### config.mk
export PLATFORM = sky130hd
export DESIGN_NAME = fetch_stage
export DESIGN_NICKNAME = d
export VERILOG_FILES = /design/src/rtl/fetch_stage_pkg.sv /design/src/rtl/fetch_next_pc.sv /design/src/rtl/fetch_stage.sv
export SDC_FILE = /design/constraint.sdc
export NUM_CORES = 1
export LEC_CHECK = 0
export BUFFER_PORTS_ARGS = -buffer_cell sky130_fd_sc_hd__buf_2
export CORE_MARGIN = 2
export CORE_UTILIZATION = 35
export DETAILED_ROUTE_END_ITERATION = 10
export GPL_TIMING_DRIVEN = 1
export PLACE_DENSITY_LB_ADDON = 0.15
export SYNTH_ARGS = -nofsm -noshare
export SYNTH_HDL_FRONTEND = slang
export SYNTH_SLANG_ARGS = --single-unit
### constraint.sdc
create_clock -name clk -period 2.05 [get_ports clk]
set_clock_uncertainty 0.05 [all_clocks]
set_input_delay 0.205 -clock clk [delete_from_list [all_inputs] [get_ports clk]]
set_output_delay 0.205 -clock clk [all_outputs]
set_load 0.005 [all_outputs]
### src/rtl/fetch_stage_pkg.sv
// fetch_stage_pkg: shared pipeline constants (datapath width, PC-select encodings, reset PC, NOP).
package fetch_stage_pkg;
    localparam int          XLEN        = 32;
    localparam logic [1:0]  PC_SEL_SEQ  = 2'b00;
    localparam logic [1:0]  PC_SEL_BR   = 2'b01;
    localparam logic [1:0]  PC_SEL_JALR = 2'b10;
    localparam logic [31:0] RESET_PC    = 32'h0000_2000;
    localparam logic [31:0] NOP         = 32'd0;
endpackage

### src/rtl/fetch_next_pc.sv
// fetch_next_pc: combinational next-PC selector with word alignment of redirect targets.
//   pc, pc_sel, br_target, jalr_target, advance -> redirect, next_pc, pc_plus_4
module fetch_next_pc #(
    parameter int XLEN = fetch_stage_pkg::XLEN
) (
    input  logic [XLEN-1:0] pc,
    input  logic [1:0]      pc_sel,
    input  logic [XLEN-1:0] br_target,
    input  logic [XLEN-1:0] jalr_target,
    input  logic            advance,
    output logic            redirect,
    output logic [XLEN-1:0] next_pc,
    output logic [XLEN-1:0] pc_plus_4
);
    import fetch_stage_pkg::*;

    logic [XLEN-1:0] target;

    always_comb begin
        redirect    = pc_sel == PC_SEL_BR || pc_sel == PC_SEL_JALR;
        target      = pc_sel == PC_SEL_JALR ? jalr_target : br_target;
        target[1:0] = 2'b00;
        pc_plus_4   = pc + XLEN'(4);
        next_pc     = redirect ? target : advance ? pc_plus_4 : pc;
    end
endmodule

### src/rtl/fetch_stage.sv
// fetch_stage: IF stage; owns the fetch PC, keeps one imem request outstanding, buffers under stall,
// applies execute redirects and drops wrong-path responses.
//   in : clk, rst (async, active-low), stallF, pc_sel, br_target, jalr_target,
//        imem_req_ready, imem_resp_valid, imem_resp_data
//   out: imem_req_valid, imem_req_addr, pcF, pc_plus_4F, instrF, instr_validF
module fetch_stage #(
    parameter int              XLEN     = fetch_stage_pkg::XLEN,
    parameter logic [XLEN-1:0] RESET_PC = fetch_stage_pkg::RESET_PC
) (
    input  logic            clk,
    input  logic            rst,
    input  logic            stallF,
    input  logic [1:0]      pc_sel,
    input  logic [XLEN-1:0] br_target,
    input  logic [XLEN-1:0] jalr_target,
    output logic            imem_req_valid,
    input  logic            imem_req_ready,
    output logic [XLEN-1:0] imem_req_addr,
    input  logic            imem_resp_valid,
    input  logic [31:0]     imem_resp_data,
    output logic [XLEN-1:0] pcF,
    output logic [XLEN-1:0] pc_plus_4F,
    output logic [31:0]     instrF,
    output logic            instr_validF
);
    import fetch_stage_pkg::*;

    typedef enum logic [1:0] {FS_REQ, FS_WAIT, FS_HOLD} fs_state_e;

    fs_state_e       state_q, state_d;
    logic [XLEN-1:0] pc_q, pc_d;
    logic            drop_q, drop_d;
    logic [31:0]     buf_q, buf_d;
    logic            redirect, deliver, advance;

    fetch_next_pc #(.XLEN(XLEN)) u_next_pc (
        .pc          (pc_q),
        .pc_sel      (pc_sel),
        .br_target   (br_target),
        .jalr_target (jalr_target),
        .advance     (advance),
        .redirect    (redirect),
        .next_pc     (pc_d),
        .pc_plus_4   (pc_plus_4F)
    );

    always_comb begin
        // A redirect kills whatever would be presented this cycle.
        deliver        = !redirect && ((state_q == FS_WAIT && imem_resp_valid && !drop_q) || state_q == FS_HOLD);
        advance        = deliver && !stallF;
        instr_validF   = deliver;
        instrF         = !deliver ? NOP : state_q == FS_HOLD ? buf_q : imem_resp_data;
        imem_req_valid = rst && state_q == FS_REQ;
        imem_req_addr  = pc_q;
        pcF            = pc_q;
        state_d        = state_q;
        drop_d         = drop_q;
        buf_d          = buf_q;
        case (state_q)
            FS_REQ: begin
                // A request accepted alongside a redirect is already wrong-path.
                if (imem_req_ready) begin
                    state_d = FS_WAIT;
                    drop_d  = redirect;
                end
            end
            FS_WAIT: begin
                if (imem_resp_valid) begin
                    drop_d  = 1'b0;
                    buf_d   = imem_resp_data;
                    state_d = (!drop_q && !redirect && stallF) ? FS_HOLD : FS_REQ;
                end else if (redirect) begin
                    drop_d = 1'b1;
                end
            end
            FS_HOLD: state_d = (redirect || !stallF) ? FS_REQ : FS_HOLD;
            default: state_d = FS_REQ;
        endcase
    end

    always_ff @(posedge clk or negedge rst) begin
        if (!rst) begin
            state_q <= FS_REQ;
            pc_q    <= RESET_PC;
            drop_q  <= 1'b0;
            buf_q   <= NOP;
        end else begin
            state_q <= state_d;
            pc_q    <= pc_d;
            drop_q  <= drop_d;
            buf_q   <= buf_d;
        end
    end
endmodule

==> metrics.cfg <==
[setup_path]
path_class = flop to primary output
slowest_delay_ns = 0.56
end_kind = primary output
worstPathRequired_ns = 1.79
crit_slowest_cell = or4_4
start_kind = flop
crit_family = simple AND/OR/NAND/NOR gates
r2r_slack_ns = -0.02
critical_path.cell_chain = ha_4, nand3_4, or4_4, xnor2_2, buf_2
arrival_ns = 1.87
path_max_fanout = 5
cp_num_buf_inv = 1

[global_route]
grt_max_degree = 66
grt_usage_pct = 21.1
overflow = 0
antenna_found_initial = 2
first_global_vias = 4896
grt_pass1_wl_um = 24500

[sta]
setup_ws_ns = -0.0790
final_max_slew_viol_count = 0
tightest_slew_ns = 0.652
hold_viol = 0
relSlewSlack_pct = 56.3
timing.final.crit_share_pct = 104
fmax_mhz = 470
fin_crit_ns = 2.13
setup_viol_count_final = 32
rsz0062_at_grt = true

[routing]
vias = 5338
first_pass_iters = 4
viasPerCell = 5.25
drtIter0Drc = 246
drt_wl_total_um = 17100
ant_nets = 0
drc = 0
routedWlPerCell_um = 16.8

[cts]
cts_buffer_depth = 2
clk_latency_ns = 0.34
path_clk_slew_ns = 0.06
h-tree-depth = 3
cts.sinks = 65
clockRootBuffer = clkbuf_16
cts_tree = built
numCtsBuffers = 9

[floorplan]
coreArea_mm2 = 0.0133
ioPinCount = 233
initial_core_util_pct = 36.0
die_w_um = 121
fp.dieH_um = 121
rows = 42
die_area_mm2 = 0.0147

[cells_and_area]
syn_to_final_growth_pct = 57.1
finalInstanceArea_mm2 = 0.00756
drive_gt1_share_pct = 56.2
nFillCells = 1222
n_antenna_cell = 0
nets = 941
finalNonFillerCells = 1016
utilization_pct = 56.6

[place]
gp_congestion = 0.795
place_area_mm2 = 0.00618
dp_cells = 945
dp_hpwl_um = 11100
numPortBuffers = 222

[worst_hold_path]
min_path_type = input port to flop

[synth]
yosysTopAreaCellShare_pct = 33.3
ys_ff_latch = 65
synth_edf_count = 0
synthArstFlopShare_pct = 100
synth_cell_types = 48
synthMostInstantiatedCell = nand2_1
synth_top_area_cell = dfrtp_1
yosys_most_used_dff = dfrtp_1
seq_area_frac_synth_pct = 33.8
synth.cell_area_mm2 = 0.00481
ys_warn_count = 0
avgSynthCellArea_um2 = 8.41
postSynthCellCount = 572
netlist_top_cells_area = dfrtp_1 (33%), mux2_2 (8.9%), nand2_1 (6.4%)
synth_common_cells = nand2_1 (82), dfrtp_1 (64), a21oi_1 (39)

[power_and_ir_drop]
vdd_ir_drop_max_uv = 654
p_leak_nw = 3.40
powerDensity_mw_per_mm2 = 745

[run]
drv_cap = 0

[status]
violations = setup timing
status = finished with violations

flip-flops by register name, indices dropped and copies added, names as in the netlist:
signal         count
state_q            2
buf_q             32
imem_req_addr     30
drop_q             1
stage by stage:
| stage | hold WS [ns] | setup TNS, ns | worst slack (ns) | power, mW |
|---|---|---|---|---|
| 5_1_grt | 0.0585 | -3.33 | -0.176 | 5.96 |
| 6_report | 0.0608 | -0.685 | -0.0790 | 5.63 |
| 3_3_place_gp | 0.315 | -0.162 | -0.0524 | 3.57 |
| 2_1_floorplan | -0.141 | 0 | 0.0210 | 2.86 |
| 4_1_cts | 0.0503 | -0.673 | -0.105 | 5.42 |
| 3_5_place_dp | 0.310 | -0.325 | -0.116 | 3.61 |
what timing repair did:
item                       4_1_cts  5_1_grt
hold endpoints to repair        64        0
pin swaps                       20       34
hold buffers                     1        0
setup buffers                   15       32
gates resized for setup         59       66
gates cloned                     1        8
setup endpoints to repair       56       62
final timing paths:
check | endpoint | from | cells after the start
worst max-delay path | pc_plus_4F[14] | imem_req_addr[2] | 5
worst min-delay path | buf_q[21] | imem_resp_data[21] | 2
worst max register to register | imem_req_addr[21] | imem_req_addr[3] | 7
worst min register to register | buf_q[18] | buf_q[18] | 1
max in group asynchronous | imem_req_addr[6] | rst | 3
min in group asynchronous | imem_req_addr[12] | rst | 3
power breakdown:
| group | leakage (nW) | internal [mW] | switching [mW] |
|---|---|---|---|
| combinational | 2.51 | 1.14 | 1.03 |
| sequential | 0.749 | 1.57 | 0.257 |
| clock | 0.149 | 1.06 | 0.579 |
| total | 3.40 | 3.77 | 1.86 |
cell type report:
type,count,area [um2],share of cell area (%)
Multi-Input combinational cell,422,3190,42.2
Clock inverter,5,81.3,1.08
Inverter,10,37.5,0.497
Clock buffer,10,229,3.03
Sequential cell,65,1640,21.7
Tap cell,176,220,2.91
Timing Repair Buffer,328,2160,28.6
routing by layer:
layer	global-route usage (%)	share of wire (%)
met5	0	0
met4	6.18	1.3
met3	5.64	6.4
met2	35.4	50
met1	26.5	42
worst reg2reg max path: stages (launching register included):
cell and delay, ns:
dfrtp_1 0.40, buf_6 0.13, nand3_4 0.06, or3_4 0.39
buf_8 0.16, buf_4 0.15, or4_1 0.49, a31oi_1 0.15
cells by family after synthesis:
group	after synthesis	synth area share [%]
xor+xnor	32	5.83
compound gates	124	16.4
flops	65	33.8
fa+ha+maj	2	0.520
simple gates	219	24.2
other cells	1	0.0779
buf+inv	90	10.0
mux	39	9.10
placed cells by master, fill, tap and decap left out, drive strengths merged, types with 7 or more instances in the layout:
cell type  netlist  final
buf             45    322
nand2           82     82
dfrtp           64     64
a21oi           39     39
mux2            38     38
a211oi          28     28
a31oi           25     25
nor2b           25     25
xnor2           22     22
nor2            17     17
nand3           17     17
nand4           16     16
clkbuf          35     15
nor3            11     11
xor2            10     10
o31ai           10     10
inv             10     10
or4              9      9
o21ai            7      7
Power figures use the tool's default switching activity.
